File: config.mk
export PLATFORM = sky130hd
export DESIGN_NAME = generic_mux_fifo
export DESIGN_NICKNAME = d
export VERILOG_FILES = /design/src/rtl/generic_mux_fifo.sv
export SDC_FILE = /design/constraint.sdc
export NUM_CORES = 1
export LEC_CHECK = 0
export CORE_ASPECT_RATIO = 0.5
export CORE_MARGIN = 5
export CORE_UTILIZATION = 39
export DETAILED_ROUTE_END_ITERATION = 16
export HOLD_SLACK_MARGIN = 0.02
export PLACE_DENSITY = 0.68
export SLEW_MARGIN = 20
export SYNTH_ARGS = -nofsm -noshare
export SYNTH_HDL_FRONTEND = slang
export SYNTH_SLANG_ARGS = --single-unit
export TNS_END_PERCENT = 100
File: constraint.sdc
create_clock -name i_clk -period 2.7 [get_ports i_clk]
set_input_delay 0.675 -clock i_clk [delete_from_list [all_inputs] [get_ports i_clk]]
set_output_delay 0.675 -clock i_clk [all_outputs]
set_load 0.05 [all_outputs]
File: src/rtl/generic_mux_fifo.sv
// N-channel FIFO bank merged onto one valid/ready stream by a round-robin arbiter.
// Optional sticky overflow flags are built when GENERIC_MUX_FIFO_OVERFLOW_EN is defined.
module generic_mux_fifo #(
  parameter int WIDTH    = 10,
  parameter int DEPTH    = 4,
  parameter int CHANNELS = 2
) (
  input  logic                                   i_clk,
  input  logic                                   i_rst,
  input  logic [CHANNELS-1:0]                    i_valid,
  output logic [CHANNELS-1:0]                    o_ready,
  input  logic [CHANNELS*WIDTH-1:0]              i_data,
  output logic                                   o_valid,
  input  logic                                   i_ready,
  output logic [WIDTH-1:0]                       o_data,
  output logic [$clog2(CHANNELS)-1:0]            o_channel,
  output logic [CHANNELS*($clog2(DEPTH)+1)-1:0]  o_count,
  output logic [CHANNELS-1:0]                    o_overflow
);

  localparam int CW   = $clog2(CHANNELS);
  localparam int PW   = $clog2(DEPTH);
  localparam int CNTW = PW + 1;
  localparam logic [CNTW-1:0] FULL    = CNTW'(DEPTH);
  localparam logic [CW-1:0]   LAST_CH = CW'(CHANNELS - 1);

  typedef enum logic {ST_IDLE, ST_LOCKED} state_t;

  state_t                      state_reg, state_next;
  logic [CW-1:0]               last_grant_reg, last_grant_next;
  logic [CW-1:0]               lock_grant_reg, lock_grant_next;
  logic [CW-1:0]               rr_grant;
  logic [CW-1:0]               grant;
  logic                        handshake;
  logic [CHANNELS-1:0]         nonempty;
  logic [CHANNELS-1:0]         pop;
  logic [CHANNELS-1:0][WIDTH-1:0] head_data;

  // First non-empty channel strictly after 'last', wrapping modulo CHANNELS.
  function automatic logic [CW-1:0] rr_pick(input logic [CW-1:0] last,
                                            input logic [CHANNELS-1:0] req);
    logic [CW-1:0] pick;
    logic [CW-1:0] idx_c;
    logic          found;
    int            idx;
    pick  = '0;
    found = 1'b0;
    for (int i = 1; i <= CHANNELS; i++) begin
      idx   = (int'(last) + i) % CHANNELS;
      idx_c = CW'(idx);
      if (!found && req[idx_c]) begin
        pick  = idx_c;
        found = 1'b1;
      end
    end
    return pick;
  endfunction

  generate
    for (genvar gi = 0; gi < CHANNELS; gi++) begin : g_chan
      logic [WIDTH-1:0] mem_reg [DEPTH];
      logic [PW-1:0]    wr_ptr_reg;
      logic [PW-1:0]    rd_ptr_reg;
      logic [CNTW-1:0]  count_reg;
      logic             push;

      // Full is judged on the registered count only, so a full FIFO never
      // accepts even when it is being popped in the same cycle.
      assign push    = i_valid[gi] && (count_reg != FULL);
      assign pop[gi] = handshake && (grant == CW'(gi));

      always_ff @(posedge i_clk) begin
        if (!i_rst && push) begin
          mem_reg[wr_ptr_reg] <= i_data[gi*WIDTH +: WIDTH];
        end
      end

      always_ff @(posedge i_clk) begin
        if (i_rst) begin
          wr_ptr_reg <= '0;
          rd_ptr_reg <= '0;
          count_reg  <= '0;
        end else begin
          if (push) begin
            wr_ptr_reg <= wr_ptr_reg + PW'(1);
          end
          if (pop[gi]) begin
            rd_ptr_reg <= rd_ptr_reg + PW'(1);
          end
          case ({push, pop[gi]})
            2'b10:   count_reg <= count_reg + CNTW'(1);
            2'b01:   count_reg <= count_reg - CNTW'(1);
            default: count_reg <= count_reg;
          endcase
        end
      end

      assign head_data[gi]               = mem_reg[rd_ptr_reg];
      assign nonempty[gi]                = (count_reg != '0);
      assign o_ready[gi]                 = (count_reg != FULL);
      assign o_count[gi*CNTW +: CNTW]    = count_reg;

`ifdef GENERIC_MUX_FIFO_OVERFLOW_EN
      logic overflow_reg;
      always_ff @(posedge i_clk) begin
        if (i_rst) begin
          overflow_reg <= 1'b0;
        end else if (i_valid[gi] && (count_reg == FULL)) begin
          overflow_reg <= 1'b1;
        end
      end
      assign o_overflow[gi] = overflow_reg;
`else
      assign o_overflow[gi] = 1'b0;
`endif
    end
  endgenerate

  assign rr_grant = rr_pick(last_grant_reg, nonempty);

  always_ff @(posedge i_clk) begin
    if (i_rst) begin
      state_reg      <= ST_IDLE;
      last_grant_reg <= LAST_CH;
      lock_grant_reg <= '0;
    end else begin
      state_reg      <= state_next;
      last_grant_reg <= last_grant_next;
      lock_grant_reg <= lock_grant_next;
    end
  end

  // A stalled offer freezes the grant so later arrivals cannot steal it.
  always_comb begin
    state_next      = state_reg;
    lock_grant_next = lock_grant_reg;
    last_grant_next = last_grant_reg;
    case (state_reg)
      ST_IDLE: begin
        if (o_valid && !i_ready) begin
          state_next      = ST_LOCKED;
          lock_grant_next = rr_grant;
        end
      end
      ST_LOCKED: begin
        if (i_ready) begin
          state_next = ST_IDLE;
        end
      end
      default: state_next = ST_IDLE;
    endcase
    if (handshake) begin
      last_grant_next = grant;
    end
  end

  always_comb begin
    grant     = (state_reg == ST_LOCKED) ? lock_grant_reg : rr_grant;
    o_valid   = |nonempty;
    handshake = o_valid && i_ready;
    o_channel = o_valid ? grant : '0;
    o_data    = o_valid ? head_data[grant] : '0;
  end

endmodule
==> results of run 1 <==
[final cells by class]
| cell class | count | area share |
|---|---|---|
| Multi-Input combinational cell | 138 | 0.258 |
| Sequential cell | 101 | 0.529 |
| Clock inverter | 6 | 0.0133 |
| Inverter | 11 | 0.00772 |
| Tap cell | 140 | 0.0327 |
| Timing Repair Buffer | 66 | 0.116 |
| Clock buffer | 10 | 0.0428 |
[per-layer routing]
layer,routed length (um),vias to the layer above,global-route usage,share of wire
met5,0,-,0,0
met4,65,0,0.0283,0.0084
met3,272,6,0.0395,0.035
met2,3810,42,0.202,0.49
met1,3580,1154,0.165,0.46
li1,-,1102,-,-
[power breakdown]
part	total [mW]	switching, mW	internal (mW)
combinational	3.14	1.85	1.29
clock	1.28	0.548	0.728
sequential	1.97	0.120	1.85
total	6.38	2.52	3.87
[cell usage after synthesis]
master	n	area share
o21ai_1	1	0.0012
xor2_1	4	0.0083
or3_1	4	0.0060
o31ai_1	1	0.0018
nand3_1	3	0.0036
ha_1	10	0.030
xnor2_1	2	0.0042
o21ba_4	1	0.0039
nor2_2	1	0.0015
conb_1	1	0.00089
mux2_2	6	0.016
o21bai_1	1	0.0018
and2_1	8	0.012
edfxtp_1	80	0.57
fa_1	2	0.0095
nor4b_4	1	0.0057
nand2_1	8	0.0071
a21oi_1	9	0.011
mux2i_1	10	0.024
inv_1	11	0.0098
or3_2	1	0.0018
mux4_2	20	0.11
nor2b_1	5	0.0074
nor2_1	25	0.022
o31a_1	1	0.0021
or2_2	1	0.0015
or3b_2	2	0.0042
dfxtp_1	21	0.10
nor3_1	4	0.0048
a21oi_2	1	0.0021
o21ai_0	3	0.0036
clkbuf_1	2	0.0018
buf_4	3	0.0054
clkbuf_2	2	0.0024
buf_1	3	0.0027
nor4_1	1	0.0015
[placed cells by master (no fill, tap or decap), types with 2 or more instances in the layout]
master / instances
dfxtp_2: 3
dfxtp_1: 17
or3_1: 4
nand3_1: 3
or3b_2: 2
nor2_1: 15
clkdlybuf4s50_1: 30
xnor2_1: 2
inv_1: 11
a21oi_2: 2
conb_1: 2
mux2i_1: 3
a21oi_1: 8
mux4_2: 20
edfxtp_1: 80
nor2_2: 11
and2_1: 8
o21ai_0: 3
xor2_1: 4
nor3_2: 2
nor2b_1: 5
mux2_2: 6
ha_1: 9
clkbuf_16: 9
nand2_1: 8
nor3_1: 2
buf_6: 12
mux2i_2: 6
buf_4: 22
[how the worst max path moves through the flow]
stage	startpoint	to	slack, ps	cells past startpoint
global placement	i_ready	g_chan[1].count_reg[2]	-10	8
global route	g_chan[0].count_reg[0]	o_data[4]	-60	6
floorplan	g_chan[0].count_reg[0]	g_chan[0].count_reg[2]	40	8
detailed placement	i_ready	g_chan[1].count_reg[2]	-60	8
finish	g_chan[0].count_reg[0]	o_data[4]	40	6
CTS	g_chan[0].count_reg[0]	o_data[4]	-50	6
[kinds of logic after synthesis]
group / after synthesis / share of synthesized area
fa+ha+maj: 12 / 0.0393
other cells: 1 / 0.000893
compound gates: 18 / 0.0271
flops: 101 / 0.672
mux: 36 / 0.147
simple gates: 64 / 0.0792
xor+xnor: 6 / 0.0125
buf+inv: 21 / 0.0220
[metrics by stage]
step                power, mW  setup slack, ps  cells  cell area (sq um)
floorplan                4.00             42.5    260               4240
global placement         4.76            -10.9    451               4900
detailed placement       4.81            -60.7    451               4900
CTS                      6.40            -54.5    471               5320
global route             6.72            -55.7    472               5350
finish                   6.38             39.6    472               5350
[critical path, stage by stage, from the launching register on]
cell and delay (ps):
dfxtp_4 350, o31a_1 340, o31ai_4 280, buf_6 210
mux2i_4 260, nor2_2 50, buf_6 150
[timing repair]
item	CTS	global route
gates cloned	1	0
endpoints found under the hold margin	0	0
pin swaps	2	4
gates resized for setup	22	9
setup buffers	3	1
endpoints found under the setup margin	10	12
==> reports/metrics.yaml, run 1 <==
timing:
  max_freq_mhz: 376
  hold_ws_ps: 499
  fin_crit_ps: 2660
  tightestPinTransition_ps: 548
  fin_skew_ps: 7.67
  rsz0062_at_grt: "yes"
  setup_viol: 0
  maxSlewHeadroom: 0.635
  min_period_over_period: 0.985
  slew_violations: 0
  hold_viol: 0
  finalSetupTns_ps: 0
global_route:
  antenna_found_initial: 0
  grt_pass1_vias: 2508
  grt_pass1_wl_um: 12600
  grtUsageTotal: 0.125
  grt_max_degree: 22
  grt_overflow_total: 0
place:
  portBuffers: 44
  dpl.hpwl_um: 5450
  gp_congestion: 0.717
critical_path:
  r2r-end: "g_chan[1].count_reg[2]"
  regToRegSetupSlack_ps: 130
  rr_worst_depth: 10
  reg2reg_from: "g_chan[0].count_reg[0]"
  worstPathArrival_ps: 1990
  cp-end-kind: "output pin"
  critPathMaxFanout: 5
  crit_type: "flip-flop to output pin"
  critical_path_required_ps: 2030
  start_kind: "flip-flop"
clock_network:
  h-tree-depth: 3
  clk_path_buf_depth: 2
  cts_sinks: 101
  cts_root_buf: "clkbuf_16"
  cts_tree: "built"
  postCtsHoldBufs: 0
  path_clk_slew_ps: 70
  cts_buffers: 9
  clk_latency_ps: 340
hold_path:
  hold_path_end: "g_chan[1].wr_ptr_reg[1]"
  min_path_cells: 2
  hp-class: "flip-flop to flip-flop"
  worstHoldStart: "g_chan[1].wr_ptr_reg[1]"
routing:
  routed_wl_um: 7730
  dr.pass1.iters: 4
  drtAntennaViolNets: 0
  via_per_inst: 4.88
  routedWlPerCell_um: 16.4
  drc: 0
  drt_iter0_markers: 97
  vias: 2304
floorplan:
  dieHeight_um: 83.4
  row_count: 26
  io_pins: 47
  die_w_um: 157
  initial_core_util: 0.406
  core_sq_um: 10300
  die_area_sq_um: 13100
yosys:
  synth-seq-cells: 101
  avgSynthCellArea_sq_um: 16.2
  synthDistinctLibCells: 36
  syn-cell-area_sq_um: 4200
  yosysWarnings: 0
  syn_inst: 259
  seq_area_frac_synth: 0.672
final_layout:
  syn_to_final_growth_pct: 27.4
  multi_input_area_sq_um: 1380
  ff_latch_area_sq_um: 2830
  fin_util: 0.517
  diodes: 0
  largest_reg_flops: 80
  nFillCells: 847
  drive_gt1_frac: 0.331
  fin_nets: 364
power:
  p_leak_nw: 1.84
  powerDensity_nw_per_um2: 1190
  vdd_ir_drop_max_mv: 0.865
flow_run:
  cap_violations: 0
status:
  status: "finished clean"
Note: power is estimated with default switching activity, not from simulation.
==> run 2: changes to the inputs <==
--- a/config.mk
+++ b/config.mk
@@ -7,11 +7,11 @@
 export LEC_CHECK = 0
 export CORE_ASPECT_RATIO = 0.5
 export CORE_MARGIN = 5
-export CORE_UTILIZATION = 39
+export CORE_UTILIZATION = 35
 export DETAILED_ROUTE_END_ITERATION = 16
 export HOLD_SLACK_MARGIN = 0.02
-export PLACE_DENSITY = 0.68
-export SLEW_MARGIN = 20
+export PLACE_DENSITY = 0.63
+export SLEW_MARGIN = 5
 export SYNTH_ARGS = -nofsm -noshare
 export SYNTH_HDL_FRONTEND = slang
 export SYNTH_SLANG_ARGS = --single-unit
==> run 2 against run 1 <==
Sequential share of layout area down 0.20 points; worst hold slack better by 0.99 ps; sequential power about the same; non-clock buffer count up 5; critical path depth unchanged; clock power down 6%; final cell count up 6.1%; via count up 0.52%; total power down 1.5%; utilization down 6.1 points; cell area up 0.47%; highest routed layer unchanged.
==> reports/metrics.yaml, run 2 (synthesis gave the netlist of run 1 again) <==
status:
  status: "finished clean"
timing:
  setup_viol: 0
  maxSlewHeadroom: 0.628
  tightestPinTransition_ps: 557
  rsz0062_at_grt: "yes"
  slew_violations: 0
  min_period_over_period: 0.996
  setup_slack_ps: 10.4
  max_freq_mhz: 372
  fin_crit_ps: 2690
  hold_viol: 0
  fin_skew_ps: 5.41
routing:
  drtAntennaViolNets: 0
  wl_met3_um: 221
  dr.pass1.iters: 4
  routed_wl_um: 7910
  via_per_inst: 4.62
  routedWlPerCell_um: 15.8
  drt_iter0_markers: 120
  vias: 2316
  routed.top_layer: "met4"
  met1_length_um: 3370
  wl_met2_um: 4230
  drc: 0
flow_run:
  cap_violations: 0
critical_path:
  worstPathArrival_ps: 2010
  crit_type: "flip-flop to output pin"
  critical_path_required_ps: 2030
  cp-end-kind: "output pin"
  critPathMaxFanout: 5
  start_kind: "flip-flop"
  regToRegSetupSlack_ps: 100
final_layout:
  fin_nets: 369
  diodes: 0
  mostFrequentLayoutCells: "edfxtp_1, clkdlybuf4s50_1, buf_4, mux4_2, dfxtp_1"
  mostFrequentLayoutCell: "edfxtp_1"
  syn_to_final_growth_pct: 28.0
  finalNonFillerCells: 501
  drive_gt1_frac: 0.324
  design_area_sq_um: 5380
  nFillCells: 1043
  ff_latch_area_sq_um: 2830
  multi_input_area_sq_um: 1350
  largest_reg_flops: 80
global_route:
  grt_overflow_total: 0
  grt_pass1_wl_um: 12900
  grt_pass1_vias: 2539
  grt_max_degree: 19
  grtUsageTotal: 0.118
  antenna_found_initial: 0
floorplan:
  core_sq_um: 11800
  initial_core_util: 0.357
  row_count: 28
  dieHeight_um: 87.5
  die_area_sq_um: 14400
  die_w_um: 165
  io_pins: 47
clock_network:
  h-tree-depth: 3
  clk_latency_ps: 340
  cts_sinks: 101
  cts_tree: "built"
  clk_path_buf_depth: 2
  cts_buffers: 9
  cts_root_buf: "clkbuf_16"
  path_clk_slew_ps: 70
place:
  dp_cells: 479
  dpl_worst_slack_ps: -125
  postPlaceCellArea_sq_um: 4960
  portBuffers: 44
  dpl.hpwl_um: 5590
  gp_congestion: 0.728
power:
  vdd_ir_drop_max_mv: 0.795
  p_leak_nw: 1.86
  powerDensity_nw_per_um2: 1170
hold_path:
  hp-class: "flip-flop to flip-flop"
## run 2: changes by cell type in the layout (fill, tap and decap cells not counted), moves of 2 or more
cell / delta
inv_6: +2
mux2i_1: +5
mux2i_2: -4
buf_4: +4
## run 2: area by class of cell
| cell class | instances | area share |
|---|---|---|
| clock inverters | 6 | 0.0102 |
| multi-input cells | 138 | 0.251 |
| repair buffers | 71 | 0.124 |
| clock buffers | 9 | 0.0419 |
| well taps | 165 | 0.0384 |
| inverters | 11 | 0.00768 |
| flip-flops and latches | 101 | 0.527 |
## run 2: where the power goes
group	leakage (nW)	total [mW]	switching [mW]	internal [mW]
combinational	0.822	3.11	1.85	1.27
sequential	0.901	1.97	0.120	1.85
clock	0.139	1.20	0.563	0.639
total	1.86	6.29	2.53	3.76
## run 2: worst paths after layout
| path | start | to | cells after the start |
|---|---|---|---|
| worst max-delay path | g_chan[0].count_reg[0] | o_data[3] | 6 |
| worst min-delay path | g_chan[0].wr_ptr_reg[1] | g_chan[0].wr_ptr_reg[1] | 2 |
| worst max register to register | g_chan[0].count_reg[0] | g_chan[1].count_reg[2] | 10 |
| worst min register to register | g_chan[0].wr_ptr_reg[1] | g_chan[0].wr_ptr_reg[1] | 2 |
## run 2: per-layer routing
layer / up-vias / global-route usage
li1: 1112 / -
met1: 1164 / 0.142
met2: 32 / 0.212
met3: 8 / 0.0312
met4: 0 / 0.0362
met5: - / 0
## run 2: repair_timing
action | CTS | global route
hold buffers | 0 | 0
pin swaps | 2 | 0
setup endpoints to repair | 10 | 11
gates cloned | 1 | 0
buffers inserted | 3 | 3
hold endpoints to repair | 0 | 0
resized for setup | 18 | 7
## run 2: worst max-delay path: stages (launching register included)
cell	delay, ps
dfxtp_4	350
o31a_1	350
o31ai_4	340
buf_6	200
mux2i_2	240
nor2_2	50
buf_6	150
## run 2: stage by stage
step	setup TNS (ps)	power, mW	hold slack, ps	utilization
3_3_place_gp	-39.5	4.78	476	0.421
6_report	0	6.29	500	0.457
3_5_place_dp	-177	4.84	495	0.421
4_1_cts	-41.7	6.30	505	0.453
2_1_floorplan	0	4.00	463	-
5_1_grt	-529	6.61	529	0.457
==> run 3: changes to the inputs <==
==> constraint.sdc (replaced) <==
create_clock -name i_clk -period 2.8 [get_ports i_clk]
set_input_delay 0.7 -clock i_clk [delete_from_list [all_inputs] [get_ports i_clk]]
set_output_delay 0.7 -clock i_clk [all_outputs]
set_load 0.05 [all_outputs]
==> run 3 against run 2 <==
Setup slack worse by 5.4 ps; register-to-register slack better by 100 ps; final cell count down 0.80%; clock skew about the same; non-clock buffer count down 5; clock-buffer cell count up 1; critical endpoint is now o_data[6]; highest routed layer unchanged.
==> reports/metrics.yaml, run 3 (synthesis gave the netlist of run 1 again) <==
status:
  status: "finished clean"
final_layout:
  mostFrequentLayoutCells: "edfxtp_1, clkdlybuf4s50_1, nor2_1, buf_4, mux4_2"
  finalNonFillerCells: 497
  ff_latch_area_sq_um: 2830
  largest_reg_flops: 80
  fin_util: 0.450
  fin_nets: 364
  syn_to_final_growth_pct: 26.0
  drive_gt1_frac: 0.271
  diodes: 0
  multi_input_area_sq_um: 1320
  design_area_sq_um: 5300
  nFillCells: 1065
  mostFrequentLayoutCell: "edfxtp_1"
routing:
  routed_wl_um: 7810
  drtAntennaViolNets: 0
  drc: 0
  routedWlPerCell_um: 15.7
  routed.top_layer: "met4"
  wl_met2_um: 4150
  drt_iter0_markers: 81
  dr.pass1.iters: 4
  via_per_inst: 4.60
  met1_length_um: 3250
  vias: 2284
  wl_met3_um: 277
floorplan:
  row_count: 28
  initial_core_util: 0.357
  dieHeight_um: 87.5
  die_area_sq_um: 14400
  die_w_um: 165
  core_sq_um: 11800
  io_pins: 47
timing:
  fin_crit_ps: 2800
  min_period_over_period: 0.998
  hold_viol: 0
  fin_skew_ps: 5.15
  maxSlewHeadroom: 0.639
  setup_viol: 0
  tightestPinTransition_ps: 540
  rsz0062_at_grt: "yes"
  max_freq_mhz: 358
  slew_violations: 0
clock_network:
  postCtsHoldBufs: 0
  cts_buffers: 9
  path_clk_slew_ps: 70
  clk_latency_ps: 340
  cts_tree: "built"
  h-tree-depth: 3
  cts_root_buf: "clkbuf_16"
  cts_sinks: 101
  clk_path_buf_depth: 2
critical_path:
  crit_type: "flip-flop to output pin"
  cpMaxStageDelayCell: "o31ai_4"
  cpLargestDelayFamily: "compound AO/OA/AOI/OAI gates"
  critPathBufInv: 2
  cp-end-kind: "output pin"
  start_kind: "flip-flop"
  cpMostUsedCell: "buf_6"
  max_stage_delay_ps: 380
  cp_cell_sequence: "o31a_1 > o31ai_4 > buf_6 > mux2i_2 > nor2_2 > buf_6"
  critPathMaxFanout: 5
  critical_path_required_ps: 2100
  worstPathArrival_ps: 2100
global_route:
  grt_pass1_vias: 2483
  grt_pass1_wl_um: 12300
  grt_overflow_total: 0
  antenna_found_initial: 0
  grt_max_degree: 18
  grtUsageTotal: 0.115
power:
  powerDensity_nw_per_um2: 1120
  p_leak_nw: 1.82
  vdd_ir_drop_max_mv: 1.03
place:
  portBuffers: 44
  gp_congestion: 0.764
  postPlaceCellArea_sq_um: 4920
  dp_cells: 477
  dpl.hpwl_um: 5660
hold_path:
  hp-class: "flip-flop to flip-flop"
flow_run:
  cap_violations: 0
==> run 3: cell count changes in the layout (fill, tap and decap cells not counted), sizes merged <==
cell / delta
clkbuf: +1
clkinv: -1
buf: -5
clkdlybuf4s50: +1
inv: -2
clkinvlp: +3
dlymetal6s2s: -1
==> run 3: cell type report <==
class / instances / share of cell area
inverter: 11 / 0.00780
multi-input combinational: 138 / 0.249
clock inverter: 6 / 0.00874
timing repair buffer: 66 / 0.117
clock buffer: 10 / 0.0432
sequential: 101 / 0.535
tap: 165 / 0.0390
==> run 3: stage by stage <==
step	power, mW	setup WS, ps	TNS [ps]	hold WS (ps)
floorplan	3.77	21.1	0	463
global placement	4.52	49.9	0	478
detailed placement	4.59	-84.4	-91.0	493
CTS	5.76	17.1	0	502
global route	6.21	-68.3	-245	525
finish	5.91	5.00	0	493
==> run 3: repair_timing <==
action | 4_1_cts | 5_1_grt
buffers inserted | 0 | 3
endpoints found under the setup margin | 10 | 6
pin swaps | 0 | 3
resized for setup | 3 | 20
hold endpoints to repair | 0 | 0
cloned | 0 | 1
==> run 3: where the power goes <==
part / switching [mW] / leakage (nW) / internal (mW) / total [mW]
Sequential: 0.118 / 0.900 / 1.79 / 1.90
Clock: 0.524 / 0.125 / 0.608 / 1.13
Combinational: 1.73 / 0.796 / 1.15 / 2.88
Total: 2.37 / 1.82 / 3.54 / 5.91
==> run 3: tightest hold or removal path, delay by kind of cell, from the launching register on <==
kind | cells | cell delay, ps
and+or+nand+nor | 1 | 60
DFF | 1 | 330
AOI/OAI and AO/OA | 1 | 50
==> run 3: routing by layer <==
metal / global-route usage / up-vias
met5: 0 / -
met4: 0.0415 / 0
met3: 0.0340 / 12
met2: 0.209 / 33
met1: 0.130 / 1136
li1: - / 1103
==> run 3: final timing paths <==
| kind | start | to | slack, ps | depth (start not counted) |
|---|---|---|---|---|
| setup / recovery | g_chan[0].count_reg[2] | o_data[6] | 5 | 6 |
| hold / removal | g_chan[0].wr_ptr_reg[1] | g_chan[0].wr_ptr_reg[1] | 490 | 2 |
| setup reg to reg | g_chan[0].count_reg[2] | g_chan[1].count_reg[2] | 200 | 10 |
| hold reg to reg | g_chan[0].wr_ptr_reg[1] | g_chan[0].wr_ptr_reg[1] | 490 | 2 |
==> RTL change 1: new RTL, config.mk and constraints of run 3 <==
Set the parameter `WIDTH` to 12 (it was 10).
--- a/src/rtl/generic_mux_fifo.sv
+++ b/src/rtl/generic_mux_fifo.sv
@@ -3,3 +3,3 @@
 module generic_mux_fifo #(
-  parameter int WIDTH    = 10,
+  parameter int WIDTH    = 12,
   parameter int DEPTH    = 4,
Ports: changed (resized i_data and o_data); port bits go from 47 to 53. No check against the original RTL was run, so the function may have changed too.
==> RTL change 1 against run 3 <==
  * Worst setup slack better by 0.041 ns
  * Sequential cell count up 16
  * Sequential power up 15%
  * Final area up 21%
  * Routed wire length up 19%
  * Largest power group unchanged
  * Non-clock buffer count up 3
  * Maximum frequency up 1.5%
  * Critical endpoint is now o_data[9]
  * Area after synthesis up 14%
  * Power up 35%
  * Utilization up 2.5 points
==> RTL change 1: results (changes against run 3) <==
| Metric | Value |
|---|---|
| Netlist cell types | 38 (was 36) |
| Worst slew pin tran | 0.632 ns (was 0.540 ns) |
| DRT iter0 DRCs | 130 (was 81) |
| Clk_lat worst skew | 0.40 ns (was 0.34 ns) |
| Buffers on Ports | 50 (was 44) |
| Post-synth EDFFs | 96 (was 80) |
| Worst VDD drop | 0.509 mV (was 1.03 mV) |
| Status | finished clean (unchanged) |
| Gate Count Post-Synth | 277 (was 259) |
| Register area share after synthesis | 69.0% (was 67.2%) |
| Routability cong. | 0.752 (was 0.764) |
| First-pass GRT wire length | 14.9 mm (was 12.3 mm) |
| Pin count of the biggest net entering global routing | 17 (was 18) |
| Fin Clk Skew | 0.00618 ns (was 0.00515 ns) |
| Max reg flops | 96 (was 80) |
| Dpl cells | 510 (was 477) |
| CP Launch Point | g_chan[0].count_reg[0] (was g_chan[0].count_reg[2]) |
| Share of layout cells above drive strength 1 | 30.0% (was 27.1%) |
| Vias in the first global route | 2785 (was 2483) |
| Flop2flop setup slack | 0.23 ns (was 0.20 ns) |
| WL final | 9.32 mm (was 7.81 mm) |
| Worst R2R Start | g_chan[0].count_reg[0] (was g_chan[0].count_reg[2]) |
| Clk. pwr | 2.27 mW (was 1.13 mW) |
| All-Layer GR Usage | 12.1% (was 11.5%) |
| Worst-path fanout max | 7 (was 5) |
| Hold path startpoint | lock_grant_reg (was g_chan[0].wr_ptr_reg[1]) |
| Net count reported at finish | 396 (was 364) |
| Pre-CTS WS | -0.135 ns (was -0.0844 ns) |
| Hold Path End | lock_grant_reg (was g_chan[0].wr_ptr_reg[1]) |
| Synth top area cells | edfxtp_1, mux4_2, dfxtp_1, ha_1, mux2i_1 (unchanged) |
| Cts bufs inserted | 17 (was 9) |
[RTL change 1: stage by stage]
stage | hold slack (ns) | instance area, sq um
after floorplan | 0.444 | 4820
after global placement | 0.452 | 5720
after detailed placement | 0.486 | 5720
after CTS | 0.500 | 6350
after global routing | 0.530 | 6400
final | 0.499 | 6400
[RTL change 1: per-layer routing]
layer  up-vias  GRT usage, %  wire length [microns]
li1       1214             -                      -
met1      1275          15.0                   4250
met2        57          20.2                   4620
met3        11          3.38                    321
met4         0          5.09                    120
met5         -             0                      0
[RTL change 1: area by class of cell]
type	count	area, sq um
Multi-Input combinational cell	139	1420
Clock inverter	10	180
Fill cell	1097	7070
Clock buffer	21	440
Sequential cell	117	3310
Inverter	11	41.3
Tap cell	176	220
Timing Repair Buffer	69	792
[RTL change 1: how the worst max path moves through the flow]
stage                                   to  slack [ns]
CTS                              o_data[7]       0.006
floorplan           g_chan[0].count_reg[2]        0.17
detailed placement  g_chan[0].count_reg[2]       -0.14
finish                           o_data[9]        0.05
global route                    o_data[11]       -0.02
global placement    g_chan[0].count_reg[2]       -0.04
[RTL change 1: kinds of logic after synthesis]
family	Yosys count	synth area share (%)
flops	117	69.0
other cells	1	0.0783
buf+inv	22	2.17
mux	42	15.4
compound gates	15	2.17
fa+ha+maj	12	3.45
xor+xnor	6	1.10
simple gates	62	6.67
[RTL change 1: repair_timing]
item / CTS / global route
hold endpoints to repair: 0 / 0
hold buffers: 0 / 0
pin swaps: 0 / 0
endpoints found under the setup margin: 7 / 12
cloned: 0 / 1
resized for setup: 1 / 7
setup buffers: 0 / 1
[RTL change 1: worst max-delay path, stage by stage, from the launching register on]
cell and delay [ns]:
dfxtp_4 0.37, o31a_1 0.32, o31ai_4 0.18, buf_6 0.15
clkbuf_16 0.16, mux2i_2 0.24, nor2_2 0.07, buf_12 0.15
==> RTL change 2: new RTL, flow settings as in run 3 <==
Without the edit above. Put one more register stage on the output `o_count`. The value now appears one clock later. The other outputs are not delayed to match.
--- a/src/rtl/generic_mux_fifo.sv
+++ b/src/rtl/generic_mux_fifo.sv
@@ -27,2 +27,4 @@
   typedef enum logic {ST_IDLE, ST_LOCKED} state_t;
+
+  logic [CHANNELS*($clog2(DEPTH)+1)-1:0] o_count_d;
 
@@ -100,3 +102,3 @@
       assign o_ready[gi]                 = (count_reg != FULL);
-      assign o_count[gi*CNTW +: CNTW]    = count_reg;
+      assign o_count_d[gi*CNTW +: CNTW]    = count_reg;
 
@@ -164,2 +166,6 @@
 
+  always_ff @(posedge i_clk) begin
+    o_count <= o_count_d;
+  end
+
 endmodule
Formal check against the unedited RTL: not equivalent (Yosys sat finds a counterexample within 4 cycles, from zero or initial values and one cycle with i_rst high).
==> RTL change 2 against run 3 <==
  * Synthesized cell count is 2.3% higher
  * Sequential cell count is 6 higher
  * Area after synthesis is 2.9% higher
  * Utilization is 0.31 points higher
  * Power is 3.4% higher
  * Routed wire length is 0.58% higher
  * Worst setup slack better by 0.055 ns
  * Final area is 2.2% higher
  * Critical endpoint is now o_data[0]
  * Largest power group unchanged
==> RTL change 2: results (changes against run 3) <==
| Metric | Value |
|---|---|
| Status | finished clean (unchanged) |
| Met3 routed WL | 361 microns (was 277 microns) |
| CP peak stage delay | 0.35 ns (was 0.38 ns) |
| Dpl cells | 482 (was 477) |
| Fill cells | 1009 (was 1065) |
| All-Layer GR Usage | 11.3% (was 11.5%) |
| Routed wire per std cell | 15.7 microns (about the same) |
| Hold path startpoint | g_chan[0].count_reg[2] (was g_chan[0].wr_ptr_reg[1]) |
| Synth top area share | 55.6% (was 57.2%) |
| Synth cell count leaders | edfxtp_1, dfxtp_1, nor2_1 (was edfxtp_1, nor2_1, dfxtp_1) |
| Post-DP HPWL | 5.69 mm (was 5.66 mm) |
| NetSw | 2.34 mW (was 2.37 mW) |
| Mapped Avg Cell Area | 16.3 sq um (was 16.2 sq um) |
| Hold Path End | o_count[2] (was g_chan[0].wr_ptr_reg[1]) |
| Flop2flop setup slack | 0.15 ns (was 0.20 ns) |
| Cells on Worst Hold Path | 0 (was 2) |
| First-pass GRT wire length | 12.8 mm (was 12.3 mm) |
| Worst VDD drop | 0.678 mV (was 1.03 mV) |
| Pre-CTS WS | -0.0688 ns (was -0.0844 ns) |
| Via count | 2301 (was 2284) |
| CTS clk-pin slew, worst paths | 0.06 ns |
| Net count reported at finish | 367 (was 364) |
| Register area share after synthesis | 68.1% (was 67.2%) |
| WL final | 7.86 mm (was 7.81 mm) |
| Adder-Cell Fraction of Synth Area | 3.82% (was 3.93%) |
| Routability cong. | 0.776 (was 0.764) |
| Vias in the first global route | 2469 (was 2483) |
| Met2 Routed Length | 4.10 mm (was 4.15 mm) |
| Synth top area cells | edfxtp_1, dfxtp_1, mux4_2, ha_1, mux2i_1 (was edfxtp_1, mux4_2, dfxtp_1, ha_1, mux2i_1) |
| WL met1 | 3.27 mm (was 3.25 mm) |
| Post-synthesis xor/xnor area fraction | 1.22% (was 1.25%) |
| Hold_ws | 0.404 ns (was 0.493 ns) |
| DRT iter0 DRCs | 145 (was 81) |
| Share of layout cells above drive strength 1 | 25.4% (was 27.1%) |
| DP Area | 5020 sq um (was 4920 sq um) |
| Post-synthesis compound-gate area fraction | 2.63% (was 2.71%) |
-- RTL change 2: worst max-delay path by stage --
| stage | startpoint | endpoint | slack, ns | cells after the start |
|---|---|---|---|---|
| 2_1_floorplan | g_chan[0].count_reg[2] | o_channel | 0.19 | 3 |
| 6_report | g_chan[0].count_reg[2] | o_data[0] | 0.06 | 6 |
| 3_5_place_dp | i_ready | g_chan[0].count_reg[2] | -0.07 | 9 |
| 3_3_place_gp | i_ready | g_chan[1].count_reg[2] | 0.03 | 8 |
| 4_1_cts | g_chan[0].count_reg[2] | o_data[0] | 0.005 | 6 |
| 5_1_grt | g_chan[0].count_reg[2] | o_data[3] | -0.03 | 6 |
-- RTL change 2: cell type report --
type                            count  area, sq um  share of cell area [%]
Inverter                           11         41.3                   0.763
Clock buffer                        9          225                    4.16
Clock inverter                      7         90.1                    1.66
Tap cell                          165          206                    3.82
Sequential cell                   107         2950                    54.4
Multi-Input combinational cell    138         1320                    24.3
Timing Repair Buffer               63          587                    10.8
-- RTL change 2: power groups by stage --
| stage | Clock, mW | Combinational, mW | Sequential [mW] |
|---|---|---|---|
| after global routing | 1.42 | 2.98 | 2.05 |
| after floorplan | 0 | 1.76 | 2.12 |
| after global placement | 0 | 2.57 | 2.04 |
| final | 1.31 | 2.79 | 2.02 |
| after detailed placement | 0 | 2.63 | 2.05 |
| after CTS | 1.34 | 2.67 | 2.02 |
-- RTL change 2: timing repair --
action / in CTS / in global routing
endpoints found under the setup margin: 8 / 10
endpoints found under the hold margin: 0 / 0
cloned: 0 / 1
gates resized for setup: 3 / 14
buffers inserted: 0 / 1
-- RTL change 2: layer usage --
layer | vias up | global-route usage [%]
met4 | 0 | 3.31
met1 | 1125 | 13.4
met3 | 9 | 3.21
met2 | 49 | 20.5
met5 | - | 0
li1 | 1118 | -
